`src/rtl/led_cmd_ctrl.sv`:
```
// UART command sequencer: parses SYNC/CMD/ARG/CHK frames into LED scanner and RAM writes.
// Optional CMD_ECHO_EN adds an ack_data/ack_valid echo of each frame outcome.
module led_cmd_ctrl #(
  parameter int unsigned          DIV_W        = 24,
  parameter logic [DIV_W-1:0]     SCAN_DIV_RST = 24'h080000,
  parameter int unsigned          RAM_AW       = 8,
  parameter int unsigned          TIMEOUT      = 120000
) (
  input  logic              clk,
  input  logic              reset,
  input  logic [7:0]        rx_data,
  input  logic              rx_valid,
  input  logic              rx_error,
  output logic [1:0]        led_mode,
  output logic [7:0]        led_pattern,
  output logic [DIV_W-1:0]  scan_div,
  output logic              ram_we,
  output logic [RAM_AW-1:0] ram_addr,
  output logic [7:0]        ram_wdata,
  output logic              cmd_ok,
  output logic              cmd_err,
  output logic              busy
`ifdef CMD_ECHO_EN
  ,
  output logic [7:0]        ack_data,
  output logic              ack_valid
`endif
);

  localparam int unsigned       TmoW     = $clog2(TIMEOUT + 1);
  localparam logic [TmoW-1:0]   TmoLast  = TmoW'(TIMEOUT - 1);
  localparam logic [7:0]        SyncByte = 8'h55;
  localparam logic [7:0]        OpMode   = 8'h01;
  localparam logic [7:0]        OpPat    = 8'h02;
  localparam logic [7:0]        OpDiv    = 8'h03;
  localparam logic [7:0]        OpAddr   = 8'h04;
  localparam logic [7:0]        OpWrite  = 8'h05;

  typedef enum logic [1:0] {SSync, SCmd, SArg, SChk} state_e;

  state_e          state_q;
  logic [7:0]      cmd_q;
  logic [7:0]      arg_q;
  logic [TmoW-1:0] tmo_q;
  logic            chk_match;

  assign chk_match = (rx_data == (cmd_q ^ arg_q ^ SyncByte));
  assign busy      = (state_q != SSync);

  always_ff @(posedge clk or posedge reset) begin
    if (reset) begin
      state_q     <= SSync;
      cmd_q       <= '0;
      arg_q       <= '0;
      tmo_q       <= '0;
      led_mode    <= 2'd0;
      led_pattern <= 8'h01;
      scan_div    <= SCAN_DIV_RST;
      ram_we      <= 1'b0;
      ram_addr    <= '0;
      ram_wdata   <= 8'h00;
      cmd_ok      <= 1'b0;
      cmd_err     <= 1'b0;
    end else begin
      cmd_ok  <= 1'b0;
      cmd_err <= 1'b0;
      ram_we  <= 1'b0;
      // Post-increment so the strobed write lands at the pre-increment address
      if (ram_we) begin
        ram_addr <= ram_addr + RAM_AW'(1);
      end

      unique case (state_q)
        SSync: begin
          tmo_q <= '0;
          if (rx_valid && !rx_error && rx_data == SyncByte) begin
            state_q <= SCmd;
          end
        end
        default: begin
          if (rx_error) begin
            cmd_err <= 1'b1;
            state_q <= SSync;
            tmo_q   <= '0;
          end else if (rx_valid) begin
            tmo_q <= '0;
            case (state_q)
              SCmd: begin
                cmd_q   <= rx_data;
                state_q <= SArg;
              end
              SArg: begin
                arg_q   <= rx_data;
                state_q <= SChk;
              end
              SChk: begin
                state_q <= SSync;
                if (!chk_match) begin
                  cmd_err <= 1'b1;
                end else begin
                  case (cmd_q)
                    OpMode: begin
                      led_mode <= arg_q[1:0];
                      cmd_ok   <= 1'b1;
                    end
                    OpPat: begin
                      if (arg_q == 8'h00) begin
                        cmd_err <= 1'b1;
                      end else begin
                        led_pattern <= arg_q;
                        cmd_ok      <= 1'b1;
                      end
                    end
                    OpDiv: begin
                      if (arg_q == 8'h00) begin
                        cmd_err <= 1'b1;
                      end else begin
                        scan_div <= {arg_q, {(DIV_W - 8){1'b0}}};
                        cmd_ok   <= 1'b1;
                      end
                    end
                    OpAddr: begin
                      ram_addr <= arg_q[RAM_AW-1:0];
                      cmd_ok   <= 1'b1;
                    end
                    OpWrite: begin
                      ram_wdata <= arg_q;
                      ram_we    <= 1'b1;
                      cmd_ok    <= 1'b1;
                    end
                    default: cmd_err <= 1'b1;
                  endcase
                end
              end
              default: state_q <= SSync;
            endcase
          end else if (tmo_q == TmoLast) begin
            cmd_err <= 1'b1;
            state_q <= SSync;
            tmo_q   <= '0;
          end else begin
            tmo_q <= tmo_q + TmoW'(1);
          end
        end
      endcase
    end
  end

`ifdef CMD_ECHO_EN
  // Echo ACK (06) / NAK (15) one cycle behind the outcome strobe
  always_ff @(posedge clk or posedge reset) begin
    if (reset) begin
      ack_data  <= 8'h00;
      ack_valid <= 1'b0;
    end else begin
      ack_valid <= cmd_ok | cmd_err;
      if (cmd_ok) begin
        ack_data <= 8'h06;
      end else if (cmd_err) begin
        ack_data <= 8'h15;
      end
    end
  end
`endif

endmodule

```
`config.mk`:
```
export PLATFORM = sky130hd
export DESIGN_NAME = led_cmd_ctrl
export DESIGN_NICKNAME = d
export VERILOG_FILES = /design/src/rtl/led_cmd_ctrl.sv
export SDC_FILE = /design/constraint.sdc
export NUM_CORES = 1
export LEC_CHECK = 0
export ABC_CLOCK_PERIOD_IN_PS = 3300
export CORE_MARGIN = 2
export CORE_UTILIZATION = 52
export DETAILED_ROUTE_END_ITERATION = 12
export GPL_TIMING_DRIVEN = 1
export PLACE_DENSITY = 0.79
export SETUP_SLACK_MARGIN = 0.1
export SYNTH_ARGS = -nofsm -noshare
export SYNTH_HDL_FRONTEND = slang
export SYNTH_SLANG_ARGS = --single-unit
```
`constraint.sdc`:
```
create_clock -name clk -period 3.3 [get_ports clk]
set_input_delay 0.495 -clock clk [delete_from_list [all_inputs] [get_ports clk]]
set_output_delay 0.495 -clock clk [all_outputs]
set_load 0.005 [all_outputs]
```
* Word level (Yosys, flattened, before mapping)
Index checks and enable logic that the tools add are counted.
Widths: inputs -> output; s select.
** Word-level totals
- Flip-flop bits (word level) :: 72
- Input port bits :: 12
- Output and inout port bits :: 54
- Logic and storage cells :: 85
** Operators by class
- Bitwise operators :: 5
- $add $sub $neg :: 2
- Reductions and logical operators :: 16
- Equal/unequal tests :: 12
- Mux-type cells :: 38
** Operator list (count)
- $mux 17 :: 4
- $mux 8 :: 7
- $mux 1 :: 19
- $add 17x1->17 const B :: 1
- $eq 17x17->1 const B :: 1
- $eq 8x2->1 const B :: 2
- $eq 8x3->1 const B :: 2
- $reduce_and 7->1 :: 2
- $reduce_and 6->1 :: 2
- $mux 2 :: 5
- $add 8x1->8 const B :: 1
- $eq 8x1->1 const B :: 1
- $eq 8x7->1 const B :: 1
- $eq 8x8->1 :: 1
- $logic_not 8->1 :: 1
- $reduce_and 4->1 :: 2
- $xor 8x8->8 :: 1
- $eq 2x2->1 const B :: 2
- $not 4->4 :: 1
- $pmux 1 s2 :: 2
- $pmux 2 s2 :: 1
- $reduce_bool 4->1 :: 1
- $not 1->1 :: 3
- $reduce_or 3->1 :: 1
- 8 further kinds :: 9

* Logic depth before layout (Yosys ltp)
Gate-level depths: netlist (run 1).
- Depth in word-level cells :: 8
- Depth in mapped cells :: 8
- Mapped depth without buffers :: 7

* Worst setup path after synthesis (run 1)
No wires, ideal clock.
- Path kind :: input port to flip-flop
- From :: input rx_data[5]
- To :: register led_pattern[1]
- Setup time :: 125 ps
- Arrival :: 2220 ps
- Path slack :: 955 ps
- Cell stages on the path :: 6
- Path buffers :: 1
- Required time :: 3175 ps
- Cell sequence :: xor3_1 > nor4_4 > nand4_4 > or3_1 > buf_6 > mux2_4
** On the way
- Cells in the longest elaborated chain, start to end :: 2
** RTL lines
- from (decl) :: RTL line 11 : input logic [7:0] rx_data,
- $eq 8x8->1 :: RTL line 47 : assign chk_match = (rx_data == (cmd_q ^ arg_q ^ SyncByte));
- $reduce_and 7->1 (no source line)
- to (signal assigned) :: RTL line 110 : led_pattern <= arg_q;
- to (decl) :: RTL line 15 : output logic [7:0] led_pattern,
Every way passes these cells.
A chain may end at the register's enable or synchronous reset.

* Final worst setup path (run 1)
- From :: input rx_data[5]
- To :: register scan_div[22]
** On the way
- Cells in the longest elaborated chain, start to end :: 2
** RTL lines
- $eq 8x8->1 :: RTL line 47
- $reduce_and 7->1 (no source line)
- to (signal assigned) :: RTL line 118 : scan_div <= {arg_q, {(DIV_W - 8){1'b0}}};
- to (decl) :: RTL line 16 : output logic [DIV_W-1:0] scan_div,
Every way passes these cells.

==> reports/metrics.cfg, run 1 <==
[status]
status = finished clean

[routing]
drc_errors = 0
wire_per_inst_um = 16.4
detail_route.first_pass.iterations = 4
num_vias = 2357
avgViaCountPerCell = 5.43
routed_wl_um = 7130
drt_iter0_drc = 111
postRouteAntennaNets = 0

[worst_hold_path]
hp-class = reg -> reg

[yosys]
seq_area_frac_synth_pct = 49.9
synth_edf_count = 0
syn_area_um2 = 3610
synth_compound_area_share_pct = 2.42
ys_types = 42
synthAdderAreaFrac_pct = 2.08
synth-seq-cells = 72
synth_top_family_by_area = multiplexers
yosys_warnings = 0
syn_inst = 292
synthSimpleGateAreaFrac_pct = 14.4
synth_area_per_cell_um2 = 12.4
synth_flop_cell = dfrtp_1
async_reset_ff_share_pct = 100
synthMuxAreaShare_pct = 15.8
synth-xor-area-share_pct = 10.3

[setup_path]
end_kind = flop
cp_max_fo = 8
crit_path_cell_trace = clkdlybuf4s50_1 -> xor3_1 -> nor4_4 -> nand4_4 -> buf_4 -> nor3_4 -> mux2_2
slowest_stage = clkdlybuf4s50_1
arrival_ns = 2.89
start_kind = input pin
critPathRequiredTime_ns = 3.53
critical_path.max_stage_delay_ns = 0.55
worst-setup-path-type = in -> reg
critPathBufInv = 2
cp_top_family = simple AND/OR/NAND/NOR gates

[clock_tree]
clock-sinks = 72
clockBufferDepth = 2
clk-insertion-delay-late_ns = 0.35
cts_resized = 0
cts_hold_buf = 0
cts_tree = yes
clkSlewWorstSetupHoldPaths_ns = 0.07
cts_buffers = 9
root_buffer = clkbuf_8
h-tree-depth = 3
post_cts_buffers = 0

[sta]
clock_skew_ns = 0.0100
relSlewSlack_pct = 51.8
worst_slew_pin_slew_ns = 0.722
setup_tns_ns = 0
fin_crit_sh_pct = 80.6
rsz0062_at_grt = no
final-setup-viol-count = 0
max_freq_ghz = 0.376
hold_viol = 0
period_needed_ns = 2.66
drv_slew = 0

[power_and_ir_drop]
p_int_mw = 1.99
powerDensity_nw_per_um2 = 622
power_leakage_nw = 2.04
peakVddDrop_uv = 364
clockPowerShare_pct = 36.8
seq_power_share_pct = 42.2
switching_share_pct = 27.9
p_switching_uw = 772
p_comb_share_pct = 20.9

[place]
numPortBuffers = 49
dp_cells = 418
dp_hpwl_um = 5100
place_congestion = 0.843

[layout]
n_fill_cell = 496
final_core_utilization_pct = 65.9
num_antenna_cells = 0
final_cells = 434
final_common_cell = dfrtp_1
areaGrowthSynthToFinish_pct = 23.2
layout_common_cells = dfrtp_1, clkdlybuf4s50_1, mux2_2
nets = 367
layout-drive-gt1-share_pct = 22.6

[die]
initial_core_util_pct = 53.5
dieWidth_um = 87.3
placementRows = 30
fp.dieArea_um2 = 7630
core_um2 = 6760
boundaryPins = 66
dieHeight_um = 87.3

[global_route]
grt_start_max_net_pins = 41
antenna_found_initial = 0
grt_pass1_vias = 2317
grt_pass1_wl_um = 11500
track_usage_pct = 20.2
grt_overflow = 0

[job]
drv_cap = 0

## final timing paths
| kind | startpoint | end | slack, ns | cells past startpoint |
|---|---|---|---|---|
| min reg2reg | tmo_q[0] | tmo_q[0] | 0.47 | 1 |
| max reg2reg | arg_q[3] | scan_div[22] | 0.77 | 6 |
| max in group asynchronous | reset | scan_div[19] | 1.99 | 3 |
| min | tmo_q[0] | tmo_q[0] | 0.47 | 1 |
| min in group asynchronous | reset | led_pattern[1] | 0.59 | 2 |
| max | rx_data[5] | scan_div[22] | 0.64 | 7 |
## logic make-up after synthesis
kind of cell / Yosys count
AO/OA/AOI/OAI: 15
other: 1
buffers and inverters: 30
multiplexers: 48
flip-flops: 72
AND/OR/NAND/NOR: 88
adder cells (fa/ha/maj): 6
XOR/XNOR: 32
## layout make-up
cell class | count | area, um2 | share of cell area, %
repair buffers | 52 | 526 | 11.8
clock buffers | 11 | 151 | 3.40
well taps | 80 | 100 | 2.25
multi-input cells | 205 | 1680 | 37.9
clock inverters | 5 | 150 | 3.37
flip-flops and latches | 72 | 1800 | 40.6
inverters | 9 | 33.8 | 0.759
## worst reg2reg max path, delay by kind of cell, from the launching register on
kind,cells,cell delay (ns)
AND/OR/NAND/NOR,3,0.77
multiplexers,1,0.39
flip-flops,1,0.56
XOR/XNOR,1,0.50
buffers and inverters,1,0.20
## per-stage QoR
| stage | setup WS (ns) | power (mW) | area [um2] | hold slack (ns) |
|---|---|---|---|---|
| detailed placement | 0.259 | 1.76 | 4150 | 0.460 |
| floorplan | 0.955 | 1.59 | 3670 | 0.433 |
| CTS | 0.615 | 2.78 | 4450 | 0.468 |
| finish | 0.642 | 2.77 | 4450 | 0.468 |
| global route | 0.530 | 2.89 | 4450 | 0.514 |
| global placement | 0.305 | 1.73 | 4150 | 0.451 |
## layer usage
metal  vias up  share of wire [%]  global-route usage [%]
li1       1100                  -                       -
met1      1174                 44                    26.7
met2        72                 49                    31.4
met3        11                4.6                    5.02
met4         0                1.8                    9.09
met5         -                  0                       0
## flip-flops by register name, indices dropped and copies added, names as in the netlist
register,count
ram_addr,8
tmo_q,17
cmd_q,8
arg_q,8
cmd_err,1
led_pattern,8
cmd_ok,1
ram_wdata,8
ram_we,1
led_mode,2
state_q,2
scan_div,8
## synth_stat cells (2+ instances only)
cell	count	area share, %
nand3_1	13	1.8
mux2_2	39	12
dfrtp_1	70	48
o21ai_0	4	0.55
a21oi_1	7	0.97
xor2_1	10	2.4
clkbuf_1	3	0.31
nand2_1	11	1.1
ha_1	6	2.1
nor3_1	4	0.55
nand4_1	5	0.87
mux2_4	8	3.3
or3_1	2	0.35
buf_4	16	3.3
nor4_1	5	0.87
xnor3_1	2	1.2
inv_1	9	0.94
nor2_1	27	2.8
nor3_4	3	1.4
xor3_2	3	2.1
xnor2_1	16	3.9
and2_1	3	0.52
dfstp_2	2	1.5
nor4bb_1	3	0.83
and4_1	2	0.49
and3_1	3	0.52
## power groups by stage
stage	sequential, mW	clock [mW]	combinational [mW]
2_1_floorplan	1.10	0	0.482
3_3_place_gp	1.17	0	0.562
3_5_place_dp	1.18	0	0.578
4_1_cts	1.17	1.03	0.582
5_1_grt	1.19	1.07	0.633
6_report	1.17	1.02	0.579
Note: power is estimated with default switching activity, not from simulation.
==> inputs of run 2 (changes only) <==
ABC_CLOCK_PERIOD_IN_PS = 2600   (was 3300)
clock period = 2.6 ns   (was 3.3 ns; I/O delays follow)
==> run 2 against run 1 <==
  * Combinational power increased by 46%
  * Total power rose by 9.8%
  * Flip-flop and latch count unchanged
  * Non-clock buffer count rose by 20
  * Critical path type is now reg -> reg
  * Largest power group unchanged
  * Clock skew down 0.00076 ns
  * Utilization rose by 0.94 points
  * Clock-buffer cell count shrank 1
  * Hold slack got worse by 0.024 ns
  * Highest routed layer unchanged
==> reports/metrics.cfg, run 2 (synthesized netlist as in run 1, its figures left out) <==
[global_route]
grt_overflow = 0  ; unchanged
track_usage_pct = 20.5  ; +0.29 points
grt_pass1_wl_um = 11800  ; +2.6%
grt_start_max_net_pins = 37  ; -9.8%
antenna_found_initial = 0  ; unchanged
grt_pass1_vias = 2324  ; +0.30%

[die]
boundaryPins = 66  ; unchanged
dieHeight_um = 87.3  ; unchanged
initial_core_util_pct = 53.5  ; unchanged
core_um2 = 6760  ; unchanged
placementRows = 30  ; unchanged
fp.dieArea_um2 = 7630  ; unchanged
dieWidth_um = 87.3  ; unchanged

[job]
drv_cap = 0  ; unchanged

[power_and_ir_drop]
power_leakage_nw = 2.09  ; +2.3%
p_switching_uw = 981  ; +27%
powerDensity_nw_per_um2 = 673  ; +8.3%
p_int_mw = 2.06  ; +3.2%
peakVddDrop_uv = 556  ; +53%
power.total_mw = 3.04  ; +9.8%
seq_power_share_pct = 46.8  ; +4.6 points
p_comb_share_pct = 27.8  ; +6.9 points
clockPowerShare_pct = 25.4  ; -11 points
switching_share_pct = 32.3  ; +4.3 points

[layout]
postLayoutCellArea_um2 = 4510  ; +1.4%
seqCellArea_um2 = 1800  ; unchanged
nets = 387  ; +5.4%
largest_reg_flops = 17  ; unchanged
final_cells = 454  ; +4.6%
layout_common_cells = dfrtp_1, clkdlybuf4s50_1, mux2_2
final_common_cell = dfrtp_1
top_register = tmo_q
final_core_utilization_pct = 66.8  ; +0.94 points
multiInputGateArea_um2 = 1690  ; +0.30%
areaGrowthSynthToFinish_pct = 24.9
n_fill_cell = 502  ; +1.2%
num_antenna_cells = 0  ; unchanged
layout-drive-gt1-share_pct = 27.0  ; +4.4 points

[setup_path]
crit_end = led_mode[1]
r2r_start = cmd_q[5]
worst-setup-path-type = reg -> reg
critPathRequiredTime_ns = 2.82  ; -0.71 ns
arrival_ns = 2.62  ; -0.27 ns
rrSetupSlack_ns = 0.21  ; -0.56 ns
crit_start = cmd_q[5]
start_kind = flop
worst_r2r_endpoint = led_mode[1]
cp_max_fo = 5  ; -3
end_kind = flop
r2r_cells = 7  ; +1

[status]
status = finished clean

[clock_tree]
clkSlewWorstSetupHoldPaths_ns = 0.07  ; about the same
root_buffer = clkbuf_8
cts_buffers = 9  ; unchanged
h-tree-depth = 3  ; unchanged
clk-insertion-delay-late_ns = 0.34  ; about the same
cts_tree = yes
clockBufferDepth = 2  ; unchanged
clock-sinks = 72  ; unchanged

[place]
numPortBuffers = 49  ; unchanged
post_dp_cell_area_um2 = 4340  ; +4.5%
place_congestion = 0.875  ; +3.8%
dp_hpwl_um = 5290  ; +3.8%
dp_cells = 438  ; +4.8%
pre_cts_ws_ns = -0.111  ; -0.370 ns

[routing]
detail_route.first_pass.iterations = 4  ; unchanged
wire_per_inst_um = 15.9  ; -3.0%
routed_wl_um = 7230  ; +1.5%
avgViaCountPerCell = 5.42  ; -0.19%
drc_errors = 0  ; unchanged
postRouteAntennaNets = 0  ; unchanged
drt_iter0_drc = 121  ; +9.0%
num_vias = 2461  ; +4.4%

[sta]
hold_viol = 0  ; unchanged
drv_slew = 0  ; unchanged
rsz0062_at_grt = no
period_needed_ns = 2.39
final-setup-viol-count = 0  ; unchanged
max_freq_ghz = 0.418
fin_crit_sh_pct = 92.0
finalWorstSetupSlack_ns = 0.207  ; -0.434 ns
relSlewSlack_pct = 61.0  ; +9.2 points
clock_skew_ns = 0.00928  ; -0.000759 ns
worst_slew_pin_slew_ns = 0.585  ; -0.137 ns

[worst_hold_path]
hp-class = in -> async

-- run 2: cell types whose count changed in the layout (fill, tap and decap cells not counted) --
| cell | delta |
|---|---|
| clkinv_2 | +4 |
| buf_4 | +17 |
| clkinvlp_4 | +2 |
| bufinv_16 | -5 |
| clkbuf_8 | -1 |
| nor3b_1 | -1 |
| buf_12 | +3 |
| nor3b_2 | +1 |
-- run 2: metrics by stage --
stage | hold WS, ns | TNS (ns)
6_report | 0.444 | 0
5_1_grt | 0.475 | 0
4_1_cts | 0.453 | 0
3_5_place_dp | 0.451 | -2.33
3_3_place_gp | 0.449 | -2.72
2_1_floorplan | 0.433 | 0
-- run 2: power groups by stage --
| stage | sequential [mW] | combinational (mW) | clock, mW |
|---|---|---|---|
| 2_1_floorplan | 1.40 | 0.612 | 0 |
| 3_3_place_gp | 1.44 | 0.824 | 0 |
| 3_5_place_dp | 1.44 | 0.844 | 0 |
| 4_1_cts | 1.42 | 0.849 | 0.791 |
| 5_1_grt | 1.44 | 0.929 | 0.839 |
| 6_report | 1.42 | 0.845 | 0.772 |
-- run 2: critical path, cell delays in order (launching register included) --
cell and delay [ns]:
dfrtp_1 0.44, xor3_1 0.50, nor4_4 0.33, nand4_4 0.11, buf_4 0.19, nor4_1 0.21, buf_4 0.17, mux2_2 0.32
-- run 2: metal layers --
layer	GRT usage, %	wire length, um
met5	0	0
met2	32.2	3550
met3	4.83	333
met4	5.45	77
met1	28.7	3270
-- run 2: timing repair --
action	CTS	global route
buffers inserted	0	0
hold endpoints to repair	0	0
endpoints found under the setup margin	0	13
gates resized for setup	0	1
hold buffers	0	0
-- run 2: cell type report --
class	instances	area share [%]
clock inverters	6	0.776
inverters	9	0.749
well taps	80	2.22
clock buffers	10	3.05
repair buffers	72	15.8
multi-input cells	205	37.4
flip-flops and latches	72	40.0
-- run 2: worst min-delay path by stage --
stage	start	to	slack [ns]	cells past startpoint
6_report	reset	tmo_q[5]	0.44	2
5_1_grt	reset	tmo_q[2]	0.48	2
4_1_cts	reset	tmo_q[0]	0.45	2
3_5_place_dp	tmo_q[0]	tmo_q[0]	0.45	1
3_3_place_gp	tmo_q[0]	tmo_q[0]	0.45	1
2_1_floorplan	tmo_q[0]	tmo_q[0]	0.43	1
==> inputs of run 3 (changes only) <==
CORE_UTILIZATION = 30   (was 52)
GPL_ROUTABILITY_DRIVEN = 1   (was not set)
PLACE_DENSITY = not set   (was 0.79)
==> run 3 against run 2 <==
  * Setup slack gained 0.0034 ns
  * Final area grew 5.5%
  * Sequential power barely moved
  * Register-to-register slack better by 0.06 ns
  * Via count is 1.1% lower
  * Flip-flop and latch count is the same
  * Critical path depth is 1 higher
  * Die area rose by 70%
  * Total power increased by 21%
  * Global-route usage is 7.8 points lower
  * Sequential share of layout area shrank 2.1 points
  * Critical endpoint is now scan_div[22]
==> reports/metrics.cfg, run 3 (synthesized netlist as in run 1, its figures left out) <==
[sta]
setup_tns_ns = 0  ; unchanged
drv_slew = 0  ; unchanged
relSlewSlack_pct = 63.4  ; +2.4 points
clock_skew_ns = 0.00460  ; -0.00468 ns
worst_slew_pin_slew_ns = 0.544  ; -0.0405 ns
fin_crit_sh_pct = 91.9  ; -0.13 points
hold_viol = 0  ; unchanged
final-setup-viol-count = 0  ; unchanged
period_needed_ns = 2.39  ; -0.00340 ns
rsz0062_at_grt = no
max_freq_ghz = 0.419  ; +0.14%

[job]
drv_cap = 0  ; unchanged

[power_and_ir_drop]
switching_share_pct = 28.9  ; -3.4 points
p_comb_share_pct = 24.6  ; -3.2 points
powerDensity_nw_per_um2 = 769  ; +14%
p_int_mw = 2.61  ; +27%
seq_power_share_pct = 38.5  ; -8.3 points
power_leakage_nw = 2.17  ; +3.8%
clockPowerShare_pct = 36.8  ; +11 points
p_switching_mw = 1.06  ; +7.8%
power.total_mw = 3.66  ; +21%
peakVddDrop_uv = 384  ; -31%

[global_route]
grt_pass1_wl_um = 12600  ; +6.5%
grt_start_max_net_pins = 73  ; +97%
grt_overflow = 0  ; unchanged
antenna_found_initial = 0  ; unchanged
grt_pass1_vias = 2423  ; +4.3%
track_usage_pct = 12.7  ; -7.8 points

[routing]
drt-met1-wl_um = 3700  ; +13%
wire_per_inst_um = 15.0  ; -5.8%
drc_errors = 0  ; unchanged
routed_wl_um = 7840  ; +8.3%
top_layer = met4
wl_met2_um = 3670  ; +3.3%
avgViaCountPerCell = 4.66  ; -14%
postRouteAntennaNets = 0  ; unchanged
num_vias = 2434  ; -1.1%
met3_length_um = 310  ; -6.9%
drt_iter0_drc = 135  ; +12%
detail_route.first_pass.iterations = 4  ; unchanged

[layout]
top_register = tmo_q
final_core_utilization_pct = 40.2  ; -27 points
largest_reg_flops = 17  ; unchanged
areaGrowthSynthToFinish_pct = 31.9
layout_common_cells = dfrtp_1, clkdlybuf4s50_1, mux2_2
nets = 388  ; +0.26%
n_fill_cell = 1123  ; +120%
num_antenna_cells = 0  ; unchanged
layout-drive-gt1-share_pct = 27.2  ; +0.19 points
final_common_cell = dfrtp_1

[setup_path]
start_kind = input pin
critical_path.max_stage_delay_ns = 0.52  ; +0.02 ns
worst-setup-path-type = in -> reg
cp_max_fo = 8  ; +3
cp_top_family = buffers and inverters
slowest_stage = clkdlybuf4s50_1
critPathBufInv = 3  ; +1
end_kind = flop
critPathRequiredTime_ns = 2.81  ; about the same
crit_path_cell_trace = clkdlybuf4s50_1 -> xnor3_1 -> nor4_4 -> nand4_4 -> buf_4 -> nor3_4 -> buf_12 -> mux2_2
arrival_ns = 2.60  ; -0.02 ns

[clock_tree]
h-tree-depth = 3  ; unchanged
cts_buffers = 9  ; unchanged
root_buffer = clkbuf_16
cts_tree = yes
clockBufferDepth = 2  ; unchanged
clock-sinks = 72  ; unchanged
post_cts_buffers = 0  ; unchanged
clk-insertion-delay-late_ns = 0.33  ; about the same
clkSlewWorstSetupHoldPaths_ns = 0.06  ; about the same

[die]
core_um2 = 11900  ; +76%
dieWidth_um = 114  ; +30%
initial_core_util_pct = 30.5  ; -23 points
boundaryPins = 66  ; unchanged
fp.dieArea_um2 = 12900  ; +70%
placementRows = 40  ; +33%
dieHeight_um = 114  ; +30%

[worst_hold_path]
hp-class = reg -> reg

[status]
status = finished clean

[place]
dp_hpwl_um = 5540  ; +4.7%
numPortBuffers = 49  ; unchanged
place_congestion = 0.764  ; -13%

run 3: changes by cell type in the layout (fill, tap and decap cells not counted), moves of 2 or more:
cell	delta
bufinv_16	+2
clkbuf_16	+9
clkinv_2	-2
clkbuf_8	-8
clkinvlp_4	-2
run 3: cell type report:
cell class / count / area, um2 / area share [%]
clock buffer: 11 / 253 / 5.31
sequential: 72 / 1800 / 37.9
inverter: 9 / 33.8 / 0.709
tap: 147 / 184 / 3.86
clock inverter: 5 / 78.8 / 1.65
multi-input combinational: 205 / 1690 / 35.5
timing repair buffer: 73 / 721 / 15.1
run 3: routing by layer:
layer | global-route usage [%] | vias to the layer above
met5 | 0 | -
met1 | 17.2 | 1212
met3 | 2.71 | 12
met2 | 19.6 | 58
li1 | - | 1152
met4 | 6.02 | 0
run 3: worst paths after layout:
kind | startpoint | end | slack (ns) | depth (start not counted)
setup / recovery | rx_data[6] | scan_div[22] | 0.21 | 8
hold / removal | tmo_q[0] | tmo_q[0] | 0.46 | 1
setup reg to reg | state_q[0] | ram_wdata[0] | 0.27 | 8
hold reg to reg | tmo_q[0] | tmo_q[0] | 0.46 | 1
max in group asynchronous | reset | scan_div[19] | 1.78 | 3
min in group asynchronous | reset | tmo_q[12] | 0.47 | 3
run 3: worst register-to-register path, delay by kind of cell, from the launching register on:
family	cells	cell delay, ns
DFF	1	0.40
muxes	1	0.33
buffers and inverters	2	0.23
adders and majority gates	1	0.28
and+or+nand+nor	4	0.96
run 3: metrics by stage:
| stage | setup slack (ns) | hold slack [ns] | area (um2) | instances |
|---|---|---|---|---|
| finish | 0.211 | 0.462 | 4760 | 522 |
| global route | 0.124 | 0.489 | 4760 | 522 |
| CTS | 0.154 | 0.464 | 4760 | 522 |
| detailed placement | -0.193 | 0.457 | 4430 | 506 |
| global placement | -0.165 | 0.445 | 4430 | 506 |
| floorplan | 0.280 | 0.433 | 3670 | 307 |
run 3: power groups by stage:
stage | clock (mW) | sequential (mW) | combinational (mW)
2_1_floorplan | 0 | 1.40 | 0.612
3_3_place_gp | 0 | 1.42 | 0.883
3_5_place_dp | 0 | 1.43 | 0.903
4_1_cts | 1.38 | 1.41 | 0.912
5_1_grt | 1.43 | 1.43 | 0.983
6_report | 1.35 | 1.41 | 0.902
run 3: what timing repair did:
action	in CTS	in global routing
resized for setup	0	1
setup endpoints to repair	0	23
hold buffers	0	0
